[src/rtl/noc_link_tx_if.sv]
// Buffer-read and link-side signals of the NoC link transmitter.
// The master modport is the transmitter. The slave modport is its environment:
// the upstream input buffer together with the downstream link receiver.
interface noc_link_tx_if #(
  parameter int DATA_W = 16
);
  logic              buf_empty_i;
  logic              buf_valid_i;
  logic [DATA_W-1:0] buf_data_i;
  logic              buf_read_o;
  logic              link_credit_i;
  logic              link_valid_o;
  logic [DATA_W-1:0] link_data_o;

  modport master (
    input  buf_empty_i, buf_valid_i, buf_data_i, link_credit_i,
    output buf_read_o, link_valid_o, link_data_o
  );

  modport slave (
    output buf_empty_i, buf_valid_i, buf_data_i, link_credit_i,
    input  buf_read_o, link_valid_o, link_data_o
  );
endinterface

[src/rtl/noc_link_tx.sv]
// NoC link transmitter: drains flits from the router input buffer onto the link.
// It uses credit-based flow control, reserving a credit when a read is issued,
// tracks head/tail packet framing and raises sticky error flags.
module noc_link_tx #(
  parameter int DATA_W  = 16,
  parameter int CREDITS = 8,
  parameter int CNT_W   = 4
) (
  input  logic             clk,
  input  logic             reset,
  noc_link_tx_if.master    bus,
  output logic [CNT_W-1:0] credit_cnt_o,
  output logic             pkt_active_o,
  output logic             credit_err_o,
  output logic             fmt_err_o
);

  typedef enum logic {
    S_IDLE,
    S_BODY
  } state_t;

  localparam logic [CNT_W-1:0] CNT_MAX = CNT_W'(CREDITS);

  logic [CNT_W-1:0]  credit_cnt_q, credit_cnt_d;
  logic              credit_err_q, credit_err_d;
  logic              rd_issue;
  logic              link_valid_q;
  logic [DATA_W-1:0] link_data_q;
  state_t            state_q;
  logic              pkt_active_q;
  logic              fmt_err_q;
  logic              flit_head;
  logic              flit_tail;

  // A read is only issued with a credit in hand.
  // The credit is reserved at issue, so the flit always has a downstream slot.
  assign rd_issue       = !reset && !bus.buf_empty_i && (credit_cnt_q != '0);
  assign bus.buf_read_o = rd_issue;

  assign flit_head = bus.buf_data_i[DATA_W-1];
  assign flit_tail = bus.buf_data_i[DATA_W-2];

  // Credit counter: -1 per read issued, +1 per credit returned.
  // A return on a full count saturates and flags an error.
  always_comb begin
    // NOTE: every signal gets a default first so no path leaves it unassigned (no latch).
    credit_cnt_d = credit_cnt_q;
    credit_err_d = credit_err_q;
    case ({rd_issue, bus.link_credit_i})
      2'b10: credit_cnt_d = credit_cnt_q - CNT_W'(1);
      2'b01: begin
        if (credit_cnt_q == CNT_MAX) credit_err_d = 1'b1;
        else                         credit_cnt_d = credit_cnt_q + CNT_W'(1);
      end
      default: ;
    endcase
  end

  // Credit state registers. Reset restores the full credit count.
  always_ff @(posedge clk) begin
    // NOTE: sequential state uses non-blocking assignments; reset is synchronous and checked first.
    if (reset) begin
      credit_cnt_q <= CNT_MAX;
      credit_err_q <= 1'b0;
    end else begin
      credit_cnt_q <= credit_cnt_d;
      credit_err_q <= credit_err_d;
    end
  end

  // Registered datapath: forward every valid flit, hold the last data when idle.
  always_ff @(posedge clk) begin
    if (reset) begin
      link_valid_q <= 1'b0;
      link_data_q  <= '0;
    end else begin
      link_valid_q <= bus.buf_valid_i;
      if (bus.buf_valid_i) link_data_q <= bus.buf_data_i;
    end
  end

  // Framing FSM, advanced once per forwarded flit. Errors never stall forwarding.
  always_ff @(posedge clk) begin
    if (reset) begin
      state_q      <= S_IDLE;
      pkt_active_q <= 1'b0;
      fmt_err_q    <= 1'b0;
    end else if (bus.buf_valid_i) begin
      case (state_q)
        S_IDLE: begin
          if (!flit_head) begin
            fmt_err_q <= 1'b1;
          end else if (!flit_tail) begin
            state_q      <= S_BODY;
            pkt_active_q <= 1'b1;
          end
        end
        S_BODY: begin
          // An unexpected head restarts a packet.
          // In BODY the tail bit alone decides whether the packet ends.
          if (flit_head) fmt_err_q <= 1'b1;
          if (flit_tail) begin
            state_q      <= S_IDLE;
            pkt_active_q <= 1'b0;
          end
        end
        default: begin
          state_q      <= S_IDLE;
          pkt_active_q <= 1'b0;
        end
      endcase
    end
  end

  assign bus.link_valid_o = link_valid_q;
  assign bus.link_data_o  = link_data_q;
  assign credit_cnt_o     = credit_cnt_q;
  assign credit_err_o     = credit_err_q;
  assign pkt_active_o     = pkt_active_q;
  assign fmt_err_o        = fmt_err_q;

endmodule

[src/flat_wrapper.sv]
// flat-port wrapper written by rule: the top's interface ports become plain ports
module noc_link_tx_flat 
#(
  parameter int DATA_W  = 16,
  parameter int CREDITS = 8,
  parameter int CNT_W   = 4
)
  (clk, reset, credit_cnt_o, pkt_active_o, credit_err_o, fmt_err_o, bus_buf_empty_i, bus_buf_valid_i, bus_buf_data_i, bus_link_credit_i, bus_buf_read_o, bus_link_valid_o, bus_link_data_o);
  noc_link_tx_if #(.DATA_W(DATA_W)) bus_i ();
  input  logic clk;
  input  logic reset;
  output logic [CNT_W-1:0] credit_cnt_o;
  output logic pkt_active_o;
  output logic credit_err_o;
  output logic fmt_err_o;
  input wire logic [$bits(bus_i.buf_empty_i)-1:0] bus_buf_empty_i;
  input wire logic [$bits(bus_i.buf_valid_i)-1:0] bus_buf_valid_i;
  input wire logic [$bits(bus_i.buf_data_i)-1:0] bus_buf_data_i;
  input wire logic [$bits(bus_i.link_credit_i)-1:0] bus_link_credit_i;
  output wire logic [$bits(bus_i.buf_read_o)-1:0] bus_buf_read_o;
  output wire logic [$bits(bus_i.link_valid_o)-1:0] bus_link_valid_o;
  output wire logic [$bits(bus_i.link_data_o)-1:0] bus_link_data_o;
  assign bus_i.buf_empty_i = bus_buf_empty_i;
  assign bus_i.buf_valid_i = bus_buf_valid_i;
  assign bus_i.buf_data_i = bus_buf_data_i;
  assign bus_i.link_credit_i = bus_link_credit_i;
  assign bus_buf_read_o = bus_i.buf_read_o;
  assign bus_link_valid_o = bus_i.link_valid_o;
  assign bus_link_data_o = bus_i.link_data_o;
  noc_link_tx #(.DATA_W(DATA_W), .CREDITS(CREDITS), .CNT_W(CNT_W)) u_core (.clk(clk), .reset(reset), .bus(bus_i), .credit_cnt_o(credit_cnt_o), .pkt_active_o(pkt_active_o), .credit_err_o(credit_err_o), .fmt_err_o(fmt_err_o));
endmodule
[config.mk]
export PLATFORM = sky130hd
export DESIGN_NAME = noc_link_tx_flat
export DESIGN_NICKNAME = d
export VERILOG_FILES = /design/src/rtl/noc_link_tx_if.sv /design/src/rtl/noc_link_tx.sv /design/src/flat_wrapper.sv
export SDC_FILE = /design/constraint.sdc
export NUM_CORES = 1
export LEC_CHECK = 0
export BUFFER_PORTS_ARGS = -buffer_cell sky130_fd_sc_hd__buf_4
export CAP_MARGIN = 20
export CORE_UTILIZATION = 25
export CTS_BUF_LIST = sky130_fd_sc_hd__clkbuf_8 sky130_fd_sc_hd__clkbuf_16
export CTS_CLUSTER_DIAMETER = 150
export DETAILED_ROUTE_END_ITERATION = 16
export PLACE_DENSITY_LB_ADDON = 0.12
export SYNTH_ARGS = -nofsm -noshare
export SYNTH_HDL_FRONTEND = slang
export SYNTH_SLANG_ARGS = --single-unit
[constraint.sdc]
create_clock -name clk -period 2.41 [get_ports clk]
set_input_delay 0.482 -clock clk [delete_from_list [all_inputs] [get_ports clk]]
set_output_delay 0.482 -clock clk [all_outputs]
set_load 0.005 [all_outputs]
**Yosys cells after proc, flatten, opt, wreduce, memory -nomap -nowiden**

Index checks and enable logic that the tools add are counted.

- Multiplexer cells: 12
- Bitwise logic cells: 1
- Add/sub/neg operators: 2
- Reduce and logical (&&, ||, !) cells: 10
- Eq/ne operators: 9

Operators with widths:

| cell | count |
|---|---|
| != test 2 bit (second input constant) | 6 |
| one-hot mux 4 bit (2 select lines) | 1 |
| two-way mux 1 bit | 7 |
| one-hot mux 1 bit (2 select lines) | 3 |
| adder 4 x 1 -> 4 bit (second input constant) | 1 |
| equality test 4 bit (second input constant) | 1 |
| two-way mux 4 bit | 1 |
| AND reduction 2 bit | 2 |
| AND reduction 4 bit | 1 |
| nonzero test 4 bit | 1 |
| subtractor 4 x 1 -> 4 bit (second input constant) | 1 |
| AND reduction 3 bit | 1 |
| equality test 2 x 1 -> 1 bit (second input constant) | 1 |
| equality test 2 bit (second input constant) | 1 |
| logical AND 1 bit | 2 |
| logical NOT 1 bit | 2 |
| nonzero test 2 bit | 1 |
| inverter 1 bit | 1 |

- Logic and storage cells: 41
- Register bits after elaboration: 25
- Input port bits: 21
- Output and inout port bits: 25

**Depth between registers and ports, before layout**

- Depth after elaboration: 6
- Gate-level depth with buffers: 8
- Mapped depth without buffers: 8

**Least setup slack after synthesis**

Ideal clock, no wire load.

- Path type: input -> register
- From: in reset
- To: reg u_core.credit_cnt_q[2] (netlist: u_core.credit_cnt_o[2])
- Setup time: 0.128 ns
- Path slack: 0.271 ns
- Data required time: 2.282 ns
- Stages: 8
- Arrival: 2.011 ns
- Path buffers: 1
- Cell sequence: clkbuf_2 -> nor3_1 -> nand2b_1 -> ha_1 -> xor2_1 -> mux2_2 -> a21oi_1 -> a311oi_1

- Cells in the longest elaborated chain, start to end: 6
- Elaborated cells on any way between the ends: 9
- Those cells by class: eq/ne (3); mux (1); reduce/logical (5)

Ends and longest elaborated chain:

| item | line | RTL |
|---|---|---|
| start: declaration | flat_wrapper.sv:11 | `input logic reset;` |
| logical NOT 1 bit (*) | noc_link_tx.sv:38 | `assign rd_issue = !reset && !bus.buf_empty_i && (credit_cnt_q != '0);` |
| logical AND 1 bit (*) (2 in series) | noc_link_tx.sv:38 |  |
| named net bus_buf_read_o | flat_wrapper.sv:20 | `output wire logic [$bits(bus_i.buf_read_o)-1:0] bus_buf_read_o;` |
| equality test 2 x 1 -> 1 bit or equality test 2 bit (tied branches) | noc_link_tx.sv:50 | `case ({rd_issue, bus.link_credit_i})` |
| != test 2 bit (no source line) or nonzero test 2 bit (tied branches) | -- |  |
| AND reduction 2 bit (no source line) | -- |  |
| end signal: assignment | noc_link_tx.sv:67 | `credit_cnt_q <= credit_cnt_d;` |
| end: declaration | noc_link_tx.sv:25 | `logic [CNT_W-1:0] credit_cnt_q, credit_cnt_d;` |

The timed path passes the listed nets; every way through them passes the cells marked *.
A chain may end at the register's enable or synchronous reset.

**Worst setup path in the final report**

- From: reg u_core.credit_cnt_q[0] (netlist: u_core.credit_cnt_o[0])
- To: reg u_core.credit_cnt_q[2] (netlist: u_core.credit_cnt_o[2])

- Cells in the longest elaborated chain, start to end: 5
- Elaborated cells on any way between the ends: 12
- Those cells by class: add/sub (2); eq/ne (4); mux (2); reduce/logical (4)

Ends and longest elaborated chain:

| item |
|---|
| parallel branches: the longest is 5 deep, another holds adder 4 x 1 -> 4 bit |

Parallel ways; which one is timed is not known. The select of a mux whose other input is x is not followed.

==> reports/metrics.csv <==
stage;metric;value;unit
cts;Sink Count;25;
cts;CTS H-tree depth;1;
critical_path;critical path class;reg2reg;
cts;PostCTS Resize Cnt;0;
floorplanning;die area;4798;um^2
critical_path;slowest library cell on the worst path;dfxtp_1;
pwr;logic gate share of total power;27.0;%
drt;vias per cell;4.677;
pwr;leakage;0.0007528;uW
critical_path;R2R Setup Slk;0.23;ns
synthesis;number of synthesized flops with an enable pin;0;
cts;Worst-Skew Late Latency;0.26;ns
critical_path;max incr delay on CP;0.44;ns
sta;worst rel slew slack;65.62;%
synthesis;Mapped Area;1131;um^2
placement;hpwl dp;1.944;mm
drt;detailed-route wire length;2.671;mm
critical_path;Setup crit end kind;register;
sta;Max Clock Skew;0.001914;ns
synthesis;Post-Synth Adder-Cell Area;5.088;%
drt;antenna-violating nets left;0;
global_routing;global-route wire length before repair;4.567;mm
synthesis;cell taking the most area after synthesis;dfxtp_1;
synthesis;main combinational cell family by area after synthesis;simple AND/OR/NAND/NOR gates;
global_routing;All-Layer GR Usage;11.65;%
floorplanning;num rows;24;
cts;CTS Buf Count;3;
synthesis;Synth async-reset ratio;0;%
final_layout;final layout net count;191;
critical_path;CP required;2.56;ns
synthesis;mux cell area share after synthesis;16.04;%
floorplanning;initial core utilization;25.98;%
synthesis;post-synthesis compound-gate area fraction;11.62;%
placement;routability cong.;0.8498;
cts;CTS Hold Buffers Added;0;
critical_path;CP endpoint;u_core.credit_cnt_o[2];
sta;max-slew violation count;0;
synthesis;synthesized net count;145;
critical_path;worst-path fanout max;9;
final_layout;# diodes;0;
synthesis;Synth Flop Type;dfxtp_1;
critical_path;crit path cell chain;nor4_4 -> nor3_1 -> nand2b_1 -> fa_1 -> xor2_1 -> mux2_2 -> a21oi_1 -> a311oi_1;
drt;drt first pass iters;4;
final_layout;synthesis-to-finish area growth;39.93;%
synthesis;simple-gate share of the synthesized area;17.15;%
drt;DR DRC count;0;
drt;via count;1015;
floorplanning;# IOs;46;
pwr;internal power;706.5;uW
sta;Hold Slack;0.4384;ns
placement;DP Area;1523;um^2
drt;Iteration-0 DRC Markers;23;
cts;Max clock buf depth;2;
pwr;Clock power frac;24.6;%
final_layout;sequential cell area;500.5;um^2
sta;Fmax;458.9;MHz
synthesis;top area cells in the synthesized netlist;dfxtp_1 (44%), mux2i_1 (15%), nor2_1 (6.6%), ha_1 (3.3%), a21oi_1 (3.1%);
final_layout;area taken by multi-input logic gates;596.8;um^2
final_layout;design area;1583;um^2
cts;CTS tree;yes;
synthesis;Synth Warn #;0;
final_layout;share of layout cells above drive strength 1;33.94;%
floorplanning;die width;69.27;um
synthesis;cell count after synthesis;120;
critical_path;R2R Path End;u_core.credit_cnt_o[2];
synthesis;Synth Area per Inst;9.426;um^2
critical_path;RR Startpoint;u_core.credit_cnt_o[0];
sta;final setup fails;0;
sta;Final period util;90.41;%
pwr;PD cells;632.2;nW/um^2
final_layout;Fillers;450;
sta;RSZ-0062 raised after global routing;no;
min_path;worst hold path type;in2reg;
job;max cap viols;0;
sta;Worst Max-Slew Pin Slew;0.5118;ns
critical_path;Arr. time, crit path;2.33;ns
pwr;sequential share of power;48.4;%
pwr;switching share of power;29.39;%
global_routing;initial antenna violation count;0;
critical_path;critical path launch point;u_core.credit_cnt_o[0];
synthesis;share of the synthesized area in the top cell type;44.25;%
cts;Post-CTS Setup Bufs;0;
synthesis;Post-Synth XOR/XNOR Area;1.549;%
min_path;Worst Hold Launch;bus_buf_data_i[14];
pwr;peak supply drop;0.0002867;V
synthesis;Seq/Total Area, Yosys;44.25;%
drt;WL/cell;12.31;um
synthesis;Netlist cell types;35;
global_routing;largest net degree at the start of global routing;27;
status;status;finished clean;
synthesis;register bit count reported by yosys;25;
critical_path;Setup crit start kind;register;
cts;CTS root buf;clkbuf_8;
floorplanning;Die H;69.27;um
floorplanning;Core Area;4354;um^2
sta;Setup TNS;0;ns
global_routing;vias in the first global route;1008;
pwr;P_sw;294.1;uW
sta;final hold violation count;0;
cts;clock slew at reported path FFs;0.09;ns
global_routing;Remaining Overflow, GRT;0;
critical_path;cells on worst reg2reg path;8;
placement;I/O Buffers;45;
sta;fin crit period;2.179;ns
[cells in the mapped netlist (2+ instances only)]
cell type	instances
nor2b_1	2
mux2i_1	17
a31oi_1	2
buf_1	3
xor2_1	2
nand2_1	4
a21oi_1	7
ha_1	3
buf_2	2
nor2_1	20
inv_1	4
nor3_1	7
dfxtp_1	25
[worst min-delay path by stage]
stage,endpoint,slack (ns),cells after the start
finish,u_core.state_q,0.44,2
global route,u_core.state_q,0.44,2
CTS,u_core.state_q,0.43,2
detailed placement,u_core.fmt_err_o,0.47,2
global placement,u_core.pkt_active_o,0.46,2
floorplan,u_core.fmt_err_o,0.46,2
[kinds of logic after synthesis]
family	after synthesis
muxes	18
AOI/OAI and AO/OA	19
buffers and inverters	11
DFF	25
and+or+nand+nor	41
adders and majority gates	4
xor gates and xnor gates	2
[critical path: cells and delay by family (launching register included)]
family / cells / cell delay [ns]
muxes: 1 / 0.26
DFF: 1 / 0.44
and+or+nand+nor: 3 / 0.60
xor gates and xnor gates: 1 / 0.17
AOI/OAI and AO/OA: 2 / 0.19
adders and majority gates: 1 / 0.40
[cell usage in the layout, fill, tap and decap left out]
master,instances
fa_1,1
a2111oi_2,1
a21boi_0,1
clkbuf_8,3
mux2_2,1
inv_1,5
nand2b_1,1
nand3_1,1
nand2_1,4
nor3_1,7
and3_1,1
nor2b_1,2
o21a_1,1
nor4_4,1
xor2_1,2
mux2i_1,17
a21oi_1,7
a211oi_1,1
dfxtp_1,25
o31ai_1,1
o211ai_1,1
o21ai_0,1
nand3b_1,1
o21ai_2,1
and2_1,1
or4_4,1
a211o_1,1
a311oi_1,1
nor2_1,20
nor3b_1,1
buf_4,48
ha_1,3
a31oi_1,2
[flip-flops by register name (all words and copies together), names as in the netlist]
name                     count
u_core.credit_cnt_o          4
u_core.pkt_active_o          1
u_core.state_q               1
u_core.fmt_err_o             1
u_core.bus.link_data_o      16
u_core.credit_err_o          1
u_core.bus.link_valid_o      1
[power by group through the flow]
stage                     Clock, uW  Combinational (uW)  Sequential (uW)
after detailed placement          0                 270              488
after CTS                       259                 271              479
final                           246                 270              484
after global routing            274                 302              491
after floorplan                   0                 148              491
after global placement            0                 263              486
[cell type report]
type	instances	share of cell area, %
well taps	52	4.111
clock buffers	3	2.609
flip-flops and latches	25	31.62
multi-input cells	84	37.71
repair buffers	48	22.77
clock inverters	1	0.2372
inverters	4	0.9486
[metrics by stage]
stage / total power, uW / util (%) / std cells / worst slack (ns)
finish: 1001 / 36.35 / 217 / 0.2311
global route: 1066 / 36.35 / 217 / 0.02654
CTS: 1009 / 36.01 / 217 / 0.1559
detailed placement: 758.0 / 34.97 / 213 / 0.1805
global placement: 748.9 / 34.97 / 213 / 0.2624
floorplan: 639.0 / - / 120 / 0.2708
[layer usage]
layer / track usage, % / up-vias / routed length (um)
li1: - / 514 / -
met5: 0 / - / 0
met3: 3.198 / 2 / 154
met1: 13.47 / 470 / 1161
met4: 5.442 / 0 / 29
met2: 19.85 / 29 / 1325
No activity file was read; power rests on OpenSTA's default activity.
